===== src/rtl/axi_apb_burst_sched_pkg.sv =====
// Shared types for the AXI-APB bridge burst scheduler: burst encodings,
// scheduler states and the latched command record.
package axi_apb_pkg;

  localparam int unsigned CMD_ADDR_W = 32;
  localparam int unsigned CMD_ID_W   = 4;

  typedef enum logic [1:0] {
    FIXED = 2'b00,
    INCR  = 2'b01,
    WRAP  = 2'b10,
    RSVD  = 2'b11
  } burst_e;

  typedef enum logic {
    IDLE  = 1'b0,
    BURST = 1'b1
  } sched_state_e;

  typedef struct packed {
    logic [CMD_ID_W-1:0]   id;
    logic [CMD_ADDR_W-1:0] addr;
    logic [7:0]            len;
    logic [2:0]            size;
    burst_e                burst;
  } cmd_t;

endpackage


===== src/rtl/axi_apb_burst_sched_if.sv =====
// Command and beat handshake bundle between the AXI front end, the burst
// scheduler and the APB master FSM.
interface axi_apb_burst_sched_if #(
  parameter int unsigned ADDR_W = 32,
  parameter int unsigned ID_W   = 4
);

  logic              wr_cmd_valid;
  logic              wr_cmd_ready;
  logic [ID_W-1:0]   wr_cmd_id;
  logic [ADDR_W-1:0] wr_cmd_addr;
  logic [7:0]        wr_cmd_len;
  logic [2:0]        wr_cmd_size;
  logic [1:0]        wr_cmd_burst;

  logic              rd_cmd_valid;
  logic              rd_cmd_ready;
  logic [ID_W-1:0]   rd_cmd_id;
  logic [ADDR_W-1:0] rd_cmd_addr;
  logic [7:0]        rd_cmd_len;
  logic [2:0]        rd_cmd_size;
  logic [1:0]        rd_cmd_burst;

  logic              beat_valid;
  logic              beat_ready;
  logic              beat_write;
  logic [ADDR_W-1:0] beat_addr;
  logic [ID_W-1:0]   beat_id;
  logic              beat_last;

  // Scheduler side: accepts commands, issues beats.
  modport master (
    input  wr_cmd_valid, wr_cmd_id, wr_cmd_addr, wr_cmd_len, wr_cmd_size, wr_cmd_burst,
    input  rd_cmd_valid, rd_cmd_id, rd_cmd_addr, rd_cmd_len, rd_cmd_size, rd_cmd_burst,
    output wr_cmd_ready, rd_cmd_ready,
    output beat_valid, beat_write, beat_addr, beat_id, beat_last,
    input  beat_ready
  );

  // Front end / APB side: presents commands, consumes beats.
  modport slave (
    output wr_cmd_valid, wr_cmd_id, wr_cmd_addr, wr_cmd_len, wr_cmd_size, wr_cmd_burst,
    output rd_cmd_valid, rd_cmd_id, rd_cmd_addr, rd_cmd_len, rd_cmd_size, rd_cmd_burst,
    input  wr_cmd_ready, rd_cmd_ready,
    input  beat_valid, beat_write, beat_addr, beat_id, beat_last,
    output beat_ready
  );

endinterface


===== src/rtl/axi_apb_burst_sched_addr_gen.sv =====
// Combinational next-beat address for FIXED / INCR / WRAP bursts, with the
// transfer size clamped to the bus width.
module axi_apb_addr_gen
  import axi_apb_pkg::*;
#(
  parameter int unsigned ADDR_W = 32,
  parameter int unsigned DATA_W = 32
) (
  input  logic [ADDR_W-1:0] addr,
  input  logic [ADDR_W-1:0] start,
  input  logic [2:0]        size,
  input  logic [7:0]        len,
  input  burst_e            burst,
  output logic [ADDR_W-1:0] next
);

  localparam int unsigned MAX_SIZE = $clog2(DATA_W / 8);

  logic [2:0]        eff_size;
  logic [ADDR_W-1:0] bytes;
  logic [ADDR_W-1:0] wsz;
  logic [ADDR_W-1:0] low;
  logic [ADDR_W-1:0] incr_next;
  logic [ADDR_W-1:0] wrap_next;
  logic              wrap_ok;

  always_comb begin
    eff_size  = (size > 3'(MAX_SIZE)) ? 3'(MAX_SIZE) : size;
    bytes     = ADDR_W'(1) << eff_size;
    wrap_ok   = (len == 8'd1) || (len == 8'd3) || (len == 8'd7) || (len == 8'd15);
    wsz       = bytes * (ADDR_W'(len) + ADDR_W'(1));
    low       = start & ~(wsz - ADDR_W'(1));
    // INCR realigns after the (possibly unaligned) first beat.
    incr_next = (addr & ~(bytes - ADDR_W'(1))) + bytes;
    wrap_next = addr + bytes;
    if (wrap_next == (low + wsz)) begin
      wrap_next = low;
    end
    unique case (burst)
      FIXED:   next = addr;
      WRAP:    next = wrap_ok ? wrap_next : incr_next;
      default: next = incr_next;
    endcase
  end

endmodule


===== src/rtl/axi_apb_burst_sched.sv =====
// Burst scheduler: round-robin between the pending AW and AR commands at
// burst granularity, then expands the granted burst into APB beat requests.
module axi_apb_burst_sched
  import axi_apb_pkg::*;
#(
  parameter int unsigned ADDR_W = CMD_ADDR_W,
  parameter int unsigned ID_W   = CMD_ID_W,
  parameter int unsigned DATA_W = 32
) (
  input  logic                   aclk,
  input  logic                   aresetn,
  axi_apb_burst_sched_if.master  bus,
  output logic                   sched_busy
);

  sched_state_e      state;
  cmd_t              cmd;
  cmd_t              sel_cmd;
  logic [ADDR_W-1:0] cur_addr;
  logic [ADDR_W-1:0] next_addr;
  logic [7:0]        cnt;
  logic              is_write;
  logic              rr_wr;
  logic              idle;
  logic              grant_wr;
  logic              grant_rd;
  logic              in_burst;

  // Grants are combinational in IDLE so the accept cycle is the single idle
  // cycle between bursts; held off while reset is asserted.
  always_comb begin
    idle     = (state == IDLE) && aresetn;
    grant_wr = idle && bus.wr_cmd_valid && (!bus.rd_cmd_valid || rr_wr);
    grant_rd = idle && bus.rd_cmd_valid && (!bus.wr_cmd_valid || !rr_wr);
  end

  always_comb begin
    sel_cmd = '0;
    if (grant_rd) begin
      sel_cmd.id    = bus.rd_cmd_id;
      sel_cmd.addr  = bus.rd_cmd_addr;
      sel_cmd.len   = bus.rd_cmd_len;
      sel_cmd.size  = bus.rd_cmd_size;
      sel_cmd.burst = burst_e'(bus.rd_cmd_burst);
    end else begin
      sel_cmd.id    = bus.wr_cmd_id;
      sel_cmd.addr  = bus.wr_cmd_addr;
      sel_cmd.len   = bus.wr_cmd_len;
      sel_cmd.size  = bus.wr_cmd_size;
      sel_cmd.burst = burst_e'(bus.wr_cmd_burst);
    end
  end

  axi_apb_addr_gen #(
    .ADDR_W (ADDR_W),
    .DATA_W (DATA_W)
  ) u_addr_gen (
    .addr  (cur_addr),
    .start (cmd.addr),
    .size  (cmd.size),
    .len   (cmd.len),
    .burst (cmd.burst),
    .next  (next_addr)
  );

  always_ff @(posedge aclk or negedge aresetn) begin
    if (!aresetn) begin
      state    <= IDLE;
      cmd      <= '0;
      cur_addr <= '0;
      cnt      <= '0;
      is_write <= 1'b0;
      rr_wr    <= 1'b1;
    end else begin
      unique case (state)
        IDLE: begin
          if (grant_wr || grant_rd) begin
            state    <= BURST;
            cmd      <= sel_cmd;
            cur_addr <= sel_cmd.addr;
            cnt      <= '0;
            is_write <= grant_wr;
            rr_wr    <= grant_rd;
          end
        end
        BURST: begin
          if (bus.beat_ready) begin
            if (cnt == cmd.len) begin
              state <= IDLE;
            end else begin
              cnt      <= cnt + 8'd1;
              cur_addr <= next_addr;
            end
          end
        end
        default: state <= IDLE;
      endcase
    end
  end

  assign in_burst         = (state == BURST);
  assign sched_busy       = in_burst;
  assign bus.wr_cmd_ready = grant_wr;
  assign bus.rd_cmd_ready = grant_rd;
  assign bus.beat_valid   = in_burst;
  assign bus.beat_write   = is_write;
  assign bus.beat_addr    = cur_addr;
  assign bus.beat_id      = cmd.id;
  assign bus.beat_last    = in_burst && (cnt == cmd.len);

endmodule


===== src/flat_wrapper.sv =====
// flat-port wrapper written by rule: the top's interface ports become plain ports
module axi_apb_burst_sched_flat import axi_apb_pkg::*;
#(
  parameter int unsigned ADDR_W = CMD_ADDR_W,
  parameter int unsigned ID_W   = CMD_ID_W,
  parameter int unsigned DATA_W = 32
)
  (aclk, aresetn, sched_busy, bus_wr_cmd_valid, bus_wr_cmd_id, bus_wr_cmd_addr, bus_wr_cmd_len, bus_wr_cmd_size, bus_wr_cmd_burst, bus_rd_cmd_valid, bus_rd_cmd_id, bus_rd_cmd_addr, bus_rd_cmd_len, bus_rd_cmd_size, bus_rd_cmd_burst, bus_wr_cmd_ready, bus_rd_cmd_ready, bus_beat_valid, bus_beat_write, bus_beat_addr, bus_beat_id, bus_beat_last, bus_beat_ready);
  axi_apb_burst_sched_if #(.ADDR_W(ADDR_W), .ID_W(ID_W)) bus_i ();
  input  logic aclk;
  input  logic aresetn;
  output logic sched_busy;
  input wire logic [$bits(bus_i.wr_cmd_valid)-1:0] bus_wr_cmd_valid;
  input wire logic [$bits(bus_i.wr_cmd_id)-1:0] bus_wr_cmd_id;
  input wire logic [$bits(bus_i.wr_cmd_addr)-1:0] bus_wr_cmd_addr;
  input wire logic [$bits(bus_i.wr_cmd_len)-1:0] bus_wr_cmd_len;
  input wire logic [$bits(bus_i.wr_cmd_size)-1:0] bus_wr_cmd_size;
  input wire logic [$bits(bus_i.wr_cmd_burst)-1:0] bus_wr_cmd_burst;
  input wire logic [$bits(bus_i.rd_cmd_valid)-1:0] bus_rd_cmd_valid;
  input wire logic [$bits(bus_i.rd_cmd_id)-1:0] bus_rd_cmd_id;
  input wire logic [$bits(bus_i.rd_cmd_addr)-1:0] bus_rd_cmd_addr;
  input wire logic [$bits(bus_i.rd_cmd_len)-1:0] bus_rd_cmd_len;
  input wire logic [$bits(bus_i.rd_cmd_size)-1:0] bus_rd_cmd_size;
  input wire logic [$bits(bus_i.rd_cmd_burst)-1:0] bus_rd_cmd_burst;
  output wire logic [$bits(bus_i.wr_cmd_ready)-1:0] bus_wr_cmd_ready;
  output wire logic [$bits(bus_i.rd_cmd_ready)-1:0] bus_rd_cmd_ready;
  output wire logic [$bits(bus_i.beat_valid)-1:0] bus_beat_valid;
  output wire logic [$bits(bus_i.beat_write)-1:0] bus_beat_write;
  output wire logic [$bits(bus_i.beat_addr)-1:0] bus_beat_addr;
  output wire logic [$bits(bus_i.beat_id)-1:0] bus_beat_id;
  output wire logic [$bits(bus_i.beat_last)-1:0] bus_beat_last;
  input wire logic [$bits(bus_i.beat_ready)-1:0] bus_beat_ready;
  assign bus_i.wr_cmd_valid = bus_wr_cmd_valid;
  assign bus_i.wr_cmd_id = bus_wr_cmd_id;
  assign bus_i.wr_cmd_addr = bus_wr_cmd_addr;
  assign bus_i.wr_cmd_len = bus_wr_cmd_len;
  assign bus_i.wr_cmd_size = bus_wr_cmd_size;
  assign bus_i.wr_cmd_burst = bus_wr_cmd_burst;
  assign bus_i.rd_cmd_valid = bus_rd_cmd_valid;
  assign bus_i.rd_cmd_id = bus_rd_cmd_id;
  assign bus_i.rd_cmd_addr = bus_rd_cmd_addr;
  assign bus_i.rd_cmd_len = bus_rd_cmd_len;
  assign bus_i.rd_cmd_size = bus_rd_cmd_size;
  assign bus_i.rd_cmd_burst = bus_rd_cmd_burst;
  assign bus_wr_cmd_ready = bus_i.wr_cmd_ready;
  assign bus_rd_cmd_ready = bus_i.rd_cmd_ready;
  assign bus_beat_valid = bus_i.beat_valid;
  assign bus_beat_write = bus_i.beat_write;
  assign bus_beat_addr = bus_i.beat_addr;
  assign bus_beat_id = bus_i.beat_id;
  assign bus_beat_last = bus_i.beat_last;
  assign bus_i.beat_ready = bus_beat_ready;
  axi_apb_burst_sched #(.ADDR_W(ADDR_W), .ID_W(ID_W), .DATA_W(DATA_W)) u_core (.aclk(aclk), .aresetn(aresetn), .bus(bus_i), .sched_busy(sched_busy));
endmodule

===== config.mk =====
export PLATFORM = sky130hd
export DESIGN_NAME = axi_apb_burst_sched_flat
export DESIGN_NICKNAME = d
export VERILOG_FILES = /design/src/rtl/axi_apb_burst_sched_pkg.sv /design/src/rtl/axi_apb_burst_sched_if.sv /design/src/rtl/axi_apb_burst_sched_addr_gen.sv /design/src/rtl/axi_apb_burst_sched.sv /design/src/flat_wrapper.sv
export SDC_FILE = /design/constraint.sdc
export NUM_CORES = 1
export LEC_CHECK = 0
export CAP_MARGIN = 5
export CELL_PAD_IN_SITES_DETAIL_PLACEMENT = 2
export CELL_PAD_IN_SITES_GLOBAL_PLACEMENT = 2
export CORE_UTILIZATION = 36
export CTS_CLUSTER_DIAMETER = 40
export DETAILED_ROUTE_END_ITERATION = 8
export PLACE_DENSITY_LB_ADDON = 0.1
export SETUP_SLACK_MARGIN = 0.2
export SKIP_CTS_REPAIR_TIMING = 1
export SLEW_MARGIN = 20
export SYNTH_ARGS = -nofsm -noshare
export SYNTH_HDL_FRONTEND = slang
export SYNTH_SLANG_ARGS = --single-unit

===== constraint.sdc =====
create_clock -name aclk -period 27.4 [get_ports aclk]
set_input_delay 2.74 -clock aclk [delete_from_list [all_inputs] [get_ports aclk]]
set_output_delay 2.74 -clock aclk [all_outputs]
set_load 0.01 [all_outputs]

== Yosys cells after proc, flatten, opt, wreduce, memory -nomap -nowiden ==
Cells that the tools add are included.

* Word-level logic and storage cells: 72
* Output and inout bits: 42
* Input port bits: 103
* Flip-flop bits (word level): 92

* Bitwise logic cells: 5
* Reductions and logical operators: 19
* $add $sub $neg: 7
* Magnitude comparators: 1
* Equal/unequal tests: 11
* $mul: 1
* Shifts and indexed selects: 1
* Mux-type cells: 17

{| class="wikitable"
|+ Operators by type and width
! kind !! number
|-
| 32-bit 2-to-1 mux || 5
|-
| 32-bit case mux with 2 select lines || 2
|-
| 32-bit adder || 3
|-
| 32-bit bitwise AND || 2
|-
| 32-bit NOT || 2
|-
| 32-bit by 1-bit subtractor with 32-bit output (second input constant) || 2
|-
| 49-bit 2-to-1 mux || 1
|-
| 32-bit == test || 1
|-
| 32-bit by 9-bit multiplier with 32-bit output || 1
|-
| 1-bit by 3-bit left shift with 32-bit output (first input constant) || 1
|-
| 8-bit 2-to-1 mux || 3
|-
| 8-bit case mux with 2 select lines || 1
|-
| 8-bit by 1-bit adder with 9-bit output (second input constant) || 1
|-
| 8-bit by 1-bit adder with 8-bit output (second input constant) || 1
|-
| 8-bit by 1-bit == test with 1-bit output (second input constant) || 1
|-
| 8-bit by 2-bit == test with 1-bit output (second input constant) || 1
|-
| 8-bit by 3-bit == test with 1-bit output (second input constant) || 1
|-
| 8-bit by 4-bit == test with 1-bit output (second input constant) || 1
|-
| 8-bit == test || 1
|-
| 2-bit != test (second input constant) || 4
|-
| 1-bit logical AND || 6
|-
| 1-bit logical OR || 6
|-
| 4-bit AND reduction || 1
|-
| 3-bit by 2-bit greater-than comparator with 1-bit output (second input constant) || 1
|-
| other kinds (9) || 13
|}

== Longest topological paths before layout ==
Gate-level depths: netlist of the first run.

* Word-level depth: 15
* Gate-level depth with buffers: 42
* Mapped depth without buffers: 36

== Modules after synthesis ==
Synthesis of the first run repeated with hierarchy kept, for this count alone.

* Cell total of the unflattened synthesis: 1692
* Area total of the unflattened synthesis: 13155.1 um2

{| class="wikitable"
|+ Modules (own cells, without submodules)
! module !! sequential area each (um2) !! cells an instance !! instances !! area an instance (um2)
|-
| axi_apb_addr_gen || 0.0 || 1168 || 1 || 8209.1
|-
| axi_apb_burst_sched || 2303.5 || 524 || 1 || 4946.0
|}

== Worst setup path after synthesis of the first run ==
OpenSTA, ideal clock, no wires.

* Path type: reg-to-reg
* Start: reg u_core.cmd[7] (netlist bit)
* End: reg u_core.cur_addr[31] (netlist: u_core.bus.beat_addr[31])
* Path slack: 18.291 ns
* Cell stages (with the launch flop): 35
* Clock period less this slack: 9.109 ns
* Library setup time: 0.077 ns
* Path buffers: 3
* Arrival time: 9.032 ns
* Data required time: 27.323 ns
* Cell sequence: dfrtp_1 clkbuf_1 and3_1 and3_1 nand3_1 xor2_1 nand2b_1 fa_1 fa_1 inv_1 fa_1 inv_1 fa_1 inv_1 ha_1 buf_2 o211ai_1 o21a_1 xnor2_2 nor4_2 nand2_1 or3_1 and3_1 ha_1 nand3_1 o41a_1 a21o_1 o21a_1 or4_4 a2111oi_4 o2111ai_2 nor4b_4 buf_6 mux2_1 o21ai_1

* Word-level cells in the longest chain between the ends: 13
* Elaborated cells between the ends (all ways): 23
* Those cells by class: add/sub: 3; mul: 1; eq/ne: 7; mux: 6; bitwise: 2; reduce/logical: 4

{| class="wikitable"
|+ Ends and longest elaborated chain
! element !! line !! source
|-
| from (decl) || axi_apb_burst_sched.sv:17 || <nowiki>cmd_t cmd;</nowiki>
|-
| from (signal assigned) || axi_apb_burst_sched.sv:79 || <nowiki>cmd <= sel_cmd;</nowiki>
|-
| 8-bit by 1-bit adder with 9-bit output || axi_apb_burst_sched_addr_gen.sv:31 || <nowiki>wsz = bytes * (ADDR_W'(len) + ADDR_W'(1));</nowiki>
|-
| 32-bit by 9-bit multiplier with 32-bit output || axi_apb_burst_sched_addr_gen.sv:31 ||
|-
| 32-bit by 1-bit subtractor with 32-bit output || axi_apb_burst_sched_addr_gen.sv:32 || <nowiki>low = start & ~(wsz - ADDR_W'(1));</nowiki>
|-
| 32-bit NOT || axi_apb_burst_sched_addr_gen.sv:32 ||
|-
| 32-bit bitwise AND || axi_apb_burst_sched_addr_gen.sv:32 ||
|-
| 32-bit adder || axi_apb_burst_sched_addr_gen.sv:36 || <nowiki>if (wrap_next == (low + wsz)) begin</nowiki>
|-
| 32-bit == test || axi_apb_burst_sched_addr_gen.sv:36 ||
|-
| 32-bit 2-to-1 mux || axi_apb_burst_sched_addr_gen.sv:36 ||
|-
| 32-bit 2-to-1 mux || axi_apb_burst_sched_addr_gen.sv:41 || <nowiki>WRAP: next = wrap_ok ? wrap_next : incr_next;</nowiki>
|-
| 32-bit case mux with 2 select lines || axi_apb_burst_sched_addr_gen.sv:39 || <nowiki>unique case (burst)</nowiki>
|-
| 32-bit 2-to-1 mux || axi_apb_burst_sched.sv:88 || <nowiki>if (cnt == cmd.len) begin</nowiki>
|-
| 32-bit 2-to-1 mux || axi_apb_burst_sched.sv:87 || <nowiki>if (bus.beat_ready) begin</nowiki>
|-
| 32-bit case mux with 2 select lines || axi_apb_burst_sched.sv:75 || <nowiki>unique case (state)</nowiki>
|-
| to (signal assigned) || axi_apb_burst_sched.sv:80 || <nowiki>cur_addr <= sel_cmd.addr;</nowiki>
|-
| to (signal assigned) || axi_apb_burst_sched.sv:92 || <nowiki>cur_addr <= next_addr;</nowiki>
|-
| to (decl) || axi_apb_burst_sched.sv:19 || <nowiki>logic [ADDR_W-1:0] cur_addr;</nowiki>
|}

Parallel ways exist; a longest one is shown, timed or not. The select of a mux whose other input is x is not followed.
A chain may end at the register's enable or synchronous reset.

== Worst setup path in the final report of the first run ==
* Start: reg u_core.cmd[3] (netlist bit)
* End: reg u_core.cur_addr[12] (netlist: u_core.bus.beat_addr[12])

* Word-level cells in the longest chain between the ends: 15
* Elaborated cells between the ends (all ways): 20
* Those cells by class: add/sub: 5; mul: 1; order compare: 1; eq/ne: 1; shift: 1; mux: 7; bitwise: 4

{| class="wikitable"
|+ Ends and longest elaborated chain
! element !! line !! source
|-
| 3-bit by 2-bit greater-than comparator with 1-bit output || axi_apb_burst_sched_addr_gen.sv:28 || <nowiki>eff_size = (size > 3'(MAX_SIZE)) ? 3'(MAX_SIZE) : size;</nowiki>
|-
| 3-bit 2-to-1 mux (*) || axi_apb_burst_sched_addr_gen.sv:28 ||
|-
| 1-bit by 3-bit left shift with 32-bit output (*) || axi_apb_burst_sched_addr_gen.sv:29 || <nowiki>bytes = ADDR_W'(1) << eff_size;</nowiki>
|-
| 32-bit by 9-bit multiplier with 32-bit output || axi_apb_burst_sched_addr_gen.sv:31 ||
|-
| 32-bit by 1-bit subtractor with 32-bit output || axi_apb_burst_sched_addr_gen.sv:32 ||
|-
| 32-bit NOT || axi_apb_burst_sched_addr_gen.sv:32 ||
|-
| 32-bit bitwise AND || axi_apb_burst_sched_addr_gen.sv:32 ||
|-
| 32-bit adder || axi_apb_burst_sched_addr_gen.sv:36 ||
|-
| 32-bit == test || axi_apb_burst_sched_addr_gen.sv:36 ||
|-
| 32-bit 2-to-1 mux || axi_apb_burst_sched_addr_gen.sv:36 ||
|-
| 32-bit 2-to-1 mux || axi_apb_burst_sched_addr_gen.sv:41 ||
|-
| 32-bit case mux with 2 select lines (*) || axi_apb_burst_sched_addr_gen.sv:39 ||
|-
| 32-bit 2-to-1 mux (*) || axi_apb_burst_sched.sv:88 ||
|-
| 32-bit 2-to-1 mux (*) || axi_apb_burst_sched.sv:87 ||
|-
| 32-bit case mux with 2 select lines (*) || axi_apb_burst_sched.sv:75 ||
|}

Every way passes the cells marked *; elsewhere a longest branch is shown, timed or not. The select of a mux whose other input is x is not followed.

==> flow_metrics.tcl, run 1 <==
set metrics [dict create \
    dpl-instance-area_mm2 0.0136 \
    cts.reportedPaths.clkPinSlew_ps 80 \
    timing_hold_violations_final 0 \
    grt_start_max_net_pins 52 \
    worstSkewPairLatency_ps 390 \
    grt_pass1_vias 13600 \
    timing.rr.start "u_core.cmd[3]$_DFFE_PN0P_" \
    finClkSkew_ps 15.1 \
    clkSinkCount 92 \
    row_count 65 \
    core_area_mm2 0.0319 \
    cp-end-kind "flop" \
    cts_buffers 9 \
    netlist_top_cells_count "211 x nand2_1, 140 x nor2_1, 91 x dfrtp_1" \
    fin_crit_sh_pct 39.0 \
    cpPeakStageDelay_ps 680 \
    status "finished, final reports clean" \
    tightestPinTransition_ps 1160 \
    synthArstFlopShare_pct 100 \
    via_per_inst 5.86 \
    period_minus_slack_ps 10690 \
    start_util_pct 36.9 \
    crit_buf_inv 5 \
    yosysMostFrequentCell "nand2_1" \
    cts_buffer_depth 2 \
    cts_tree "built" \
    holdPathStages 2 \
    wl_um 49900 \
    area_delta_synth_final_pct 18.3 \
    place.gp.congestion 0.889 \
    cts_root_buf "clkbuf_16" \
    gr-usage-all-layers_pct 30.7 \
    drive_gt1_share_pct 4.08 \
    drcViolationCount 0 \
    setup_violations 0 \
    via_count 12300 \
    synth_ff_type "dfrtp_1" \
    ys_seq_area_share_pct 19.6 \
    dpl.hpwl_um 39400 \
    hold_path_end "u_core.rr_wr$_DFFE_PN1P_" \
    grt_first_pass_wirelength_um 78700 \
    fin_ws_ps 16710 \
    synth_top_area_share_pct 19.3 \
    grt_overflow_total 0 \
    place_ws_ps 16780 \
    arrival_ps 10950 \
    n_antenna_cell 0 \
    finalSetupTns_ps 0 \
    fill_cells 3730 \
    slew_headroom_pct 21.6 \
    synthCells 1532 \
    worstPathRequired_ps 27660 \
    hold_start "u_core.rr_wr$_DFFE_PN1P_" \
    yosys_warnings 0 \
    ys_types 97 \
    synth_top_cells_by_area "dfrtp_1 19%, fa_1 7.7%, nand2_1 6.7%, ha_1 6.7%, xnor2_1 5.2%" \
    design.die.area_mm2 0.0334 \
    worstPathMaxFanout 41 \
    drtPass1Iterations 5 \
    die_h_um 183 \
    synth_area_per_cell_um2 7.68 \
    port_buffers 144 \
    boundaryPins 145 \
    fmax_mhz 93.6 \
    rsz0062_at_grt "no" \
    h-tree-depth 3 \
    ys_ff_latch 92 \
    worst-r2r-cell-count 31 \
    antenna_found_initial 0 \
    r2r_slack_ps 16710 \
    synth_edf_count 0 \
    dr.first_iter.drc_count 603 \
    syn_area_mm2 0.0118 \
    hold_class "reg2reg" \
    rr_endpoint "u_core.bus.beat_addr[12]$_DFFE_PN0P_" \
    critPathTopFamily "simple AND/OR/NAND/NOR gates" \
    maxCapViolations 0 \
    start_kind "flop" \
    crit_type "reg2reg" \
    fp.dieW_um 183 \
    drtAntennaViolNets 0 \
    final_max_slew_viol_count 0 \
    fin_nets 1872 \
    synth_top_area_cell "dfrtp_1" \
    crit_slowest_cell "nor2_1" \
    design_area_mm2 0.0139 \
    wire_per_inst_um 23.7 \
]
[state kept, by name, summed over array words and instances, names as in the netlist]
register,flops
u_core.bus.beat_write,1
u_core.bus.beat_addr,32
u_core.bus.beat_valid,1
u_core.cnt,8
u_core.bus.beat_id,4
u_core.rr_wr,1
u_core.cmd,45
[final cells by class]
class / count / area, µm² / share of cell area, %
clock buffer: 11 / 243 / 1.74
tap: 435 / 544 / 3.91
sequential: 92 / 2300 / 16.5
timing repair buffer: 159 / 1550 / 11.1
clock inverter: 4 / 50.0 / 0.359
inverter: 89 / 334 / 2.40
multi-input combinational: 1310 / 8900 / 63.9
[worst min-delay path, delay by kind of cell (launching register included)]
kind	cells	cell delay, ps
and+or+nand+nor	2	110
DFF	1	380
[per-stage QoR]
| step | instances | utilization [%] | hold slack, ps |
|---|---|---|---|
| global placement | 2085 | 42.8 | 458 |
| finish | 2100 | 43.7 | 501 |
| global route | 2100 | 43.7 | 528 |
| CTS | 2100 | 43.7 | 503 |
| detailed placement | 2085 | 42.8 | 487 |
| floorplan | 1584 | - | 444 |
[metal layers]
| layer | part of all wire (%) | global-route usage [%] | vias up | routed length (µm) |
|---|---|---|---|---|
| li1 | - | - | 5648 | - |
| met4 | 3.4 | 11.9 | 0 | 1680 |
| met5 | 0 | 0 | - | 0 |
| met1 | 43 | 38.0 | 6288 | 21400 |
| met2 | 49 | 53.7 | 301 | 24500 |
| met3 | 4.6 | 4.53 | 76 | 2290 |
[cells in the final DEF (no fill, tap or decap), types with 16 or more instances in the layout]
cell type	instances
xnor2_1	70
nand4_1	18
nand3_1	46
buf_4	16
o211ai_1	23
a31oi_1	57
inv_1	87
nor2_1	140
clkdlybuf4s50_1	143
and3_1	33
o21ai_1	31
xor2_1	49
nor3_1	27
fa_1	45
dfrtp_1	91
conb_1	54
o21ai_0	64
ha_1	63
or3_1	16
mux2i_1	25
a21oi_1	80
a211oi_1	26
nand2_1	211
[cell families after synthesis]
| kind of cell | count (synthesis) | share of synthesized area (%) |
|---|---|---|
| and+or+nand+nor | 583 | 23.9 |
| AOI/OAI and AO/OA | 408 | 23.3 |
| buffers and inverters | 182 | 6.60 |
| xor gates and xnor gates | 120 | 8.99 |
| adders and majority gates | 109 | 14.4 |
| DFF | 92 | 19.6 |
| muxes | 36 | 3.18 |
| other | 2 | 0.0638 |
[worst max-delay path by stage]
stage	startpoint	end	slack, ps	cells past startpoint
3_5_place_dp	u_core.cmd[3]$_DFFE_PN0P_	u_core.bus.beat_addr[12]$_DFFE_PN0P_	16780	30
5_1_grt	u_core.cmd[3]$_DFFE_PN0P_	u_core.bus.beat_addr[11]$_DFFE_PN0P_	16050	31
2_1_floorplan	u_core.cmd[7]$_DFFE_PN0P_	u_core.bus.beat_addr[31]$_DFFE_PN0P_	18290	34
6_report	u_core.cmd[3]$_DFFE_PN0P_	u_core.bus.beat_addr[12]$_DFFE_PN0P_	16710	31
3_3_place_gp	u_core.cmd[3]$_DFFE_PN0P_	u_core.bus.beat_addr[12]$_DFFE_PN0P_	17190	31
4_1_cts	u_core.cmd[3]$_DFFE_PN0P_	u_core.bus.beat_addr[12]$_DFFE_PN0P_	16700	31
Power of run 1 is not shown: default switching activity piles up to over one toggle a cycle in this logic, so the estimate is an artifact.
==> inputs of run 2 (changes only) <==
CORE_UTILIZATION = 31   (was 36)
clock period = 9 ns   (was 27.4 ns; I/O delays follow)
==> run 2 against run 1 <==
  * Flip-flop and latch count is the same
  * Via count up 1.1%
  * Critical path depth rose by 6
  * Non-clock buffer count grew 73
  * Largest cell class unchanged
  * Highest routed layer unchanged
  * Critical endpoint is now u_core.bus.beat_addr[4]$_DFFE_PN0P_
  * Hold slack worse by 40 ps
  * First-iteration DRC count shrank 12%
  * Final cell count grew 7.1%
  * Final area is 9.2% higher
==> flow_metrics.tcl, run 2 (same netlist as run 1, synthesis figures left out) <==
set metrics [dict create \
    h-tree-depth 3 \
    cpPeakStageDelay_ps 550 \
    tightestPinTransition_ps 908 \
    cts_buffer_depth 2 \
    drtAntennaViolNets 0 \
    row_count 71 \
    core_area_mm2 0.0375 \
    area_delta_synth_final_pct 29.3 \
    largest_register "u_core.cmd" \
    critPathCapture "u_core.bus.beat_addr[4]$_DFFE_PN0P_" \
    fin_crit_sh_pct 97.8 \
    maxCapViolations 0 \
    fp.dieW_um 197 \
    fill_cells 4257 \
    final_max_slew_viol_count 0 \
    period_minus_slack_ps 8800 \
    worst-r2r-cell-count 37 \
    n_antenna_cell 0 \
    rr_endpoint "u_core.bus.beat_addr[4]$_DFFE_PN0P_" \
    finClkSkew_ps 24.3 \
    gr-usage-all-layers_pct 26.0 \
    boundaryPins 145 \
    crit_type "reg2reg" \
    status "finished, final reports clean" \
    setup_violations 0 \
    arrival_ps 9100 \
    grt_pass1_vias 13400 \
    start_util_pct 31.4 \
    dpl-instance-area_mm2 0.0142 \
    timing_hold_violations_final 0 \
    r2r_slack_ps 200 \
    design.die.area_mm2 0.0388 \
    antenna_found_initial 0 \
    die_h_um 197 \
    worstPathMaxFanout 7 \
    rsz0062_at_grt "yes" \
    drtPass1Iterations 4 \
    grt_first_pass_wirelength_um 77700 \
    slew_headroom_pct 39.4 \
    crit_slowest_cell "or4_4" \
    finalSetupTns_ps 0 \
    largest_reg_flops 45 \
    fin_nets 1945 \
    layout_commonest_cell "nand2_1" \
    via_per_inst 5.53 \
    via_count 12500 \
    cts_tree "built" \
    cts.reportedPaths.clkPinSlew_ps 80 \
    cts_buffers 9 \
    final_cell_mix "209 x nand2_1, 143 x clkdlybuf4s50_1, 132 x nor2_1, 90 x dfrtp_1, 84 x inv_1" \
    drcViolationCount 0 \
    grt_overflow_total 0 \
    worstSkewPairLatency_ps 390 \
    hold-worst-slack_ps 462 \
    dr.first_iter.drc_count 530 \
    worstPathRequired_ps 9300 \
    hold_class "in2async" \
    wire_per_inst_um 22.6 \
    grt_start_max_net_pins 88 \
    cts_root_buf "clkbuf_16" \
    fmax_mhz 114 \
    cp-end-kind "flop" \
    drive_gt1_share_pct 12.8 \
    place.gp.congestion 0.915 \
    design_area_mm2 0.0152 \
    utilization_pct 40.6 \
    clkSinkCount 92 \
    critical_path.startpoint "u_core.cmd[7]$_DFFE_PN0P_" \
    timing.rr.start "u_core.cmd[7]$_DFFE_PN0P_" \
    dpl.hpwl_um 39200 \
    port_buffers 144 \
    start_kind "flop" \
    wl_um 50800 \
]
[run 2: metrics by stage]
stage,setup WS [ps],std cells
3_3_place_gp,60.2,2212
4_1_cts,-371,2228
5_1_grt,-195,2250
3_5_place_dp,-351,2212
2_1_floorplan,280,1584
6_report,202,2250
[run 2: how the worst min path moves through the flow]
stage                     slack, ps  depth (start not counted)                         end
after floorplan                 440                          2    u_core.rr_wr$_DFFE_PN1P_
after global placement          450                          2    u_core.rr_wr$_DFFE_PN1P_
after detailed placement        470                          2    u_core.rr_wr$_DFFE_PN1P_
after CTS                       490                          1  u_core.cmd[16]$_DFFE_PN0P_
after global routing            500                          2    u_core.rr_wr$_DFFE_PN1P_
final                           460                          1  u_core.cmd[16]$_DFFE_PN0P_
[run 2: layout make-up]
type / instances / area [µm²] / share of cell area [%]
inverter: 89 / 334 / 2.20
tap: 511 / 639 / 4.20
clock buffer: 13 / 280 / 1.84
sequential: 92 / 2300 / 15.1
clock inverter: 3 / 26.3 / 0.173
multi-input combinational: 1310 / 9440 / 62.1
timing repair buffer: 232 / 2190 / 14.4
[run 2: worst max-delay path, delay by kind of cell, from the launching register on]
kind,cells,cell delay (ps)
AND/OR/NAND/NOR,11,2630
adder cells (fa/ha/maj),6,2430
AO/OA/AOI/OAI,9,1830
buffers and inverters,7,760
XOR/XNOR,4,690
flip-flops,1,360
[run 2: per-layer routing]
metal,vias to the layer above,global-route usage [%],wire [µm]
met5,-,0,0
met4,0,8.38,1370
met3,68,3.34,1610
met2,237,46.1,25500
met1,6348,32.5,22300
li1,5800,-,-
Power of run 2 is left out for the same reason.
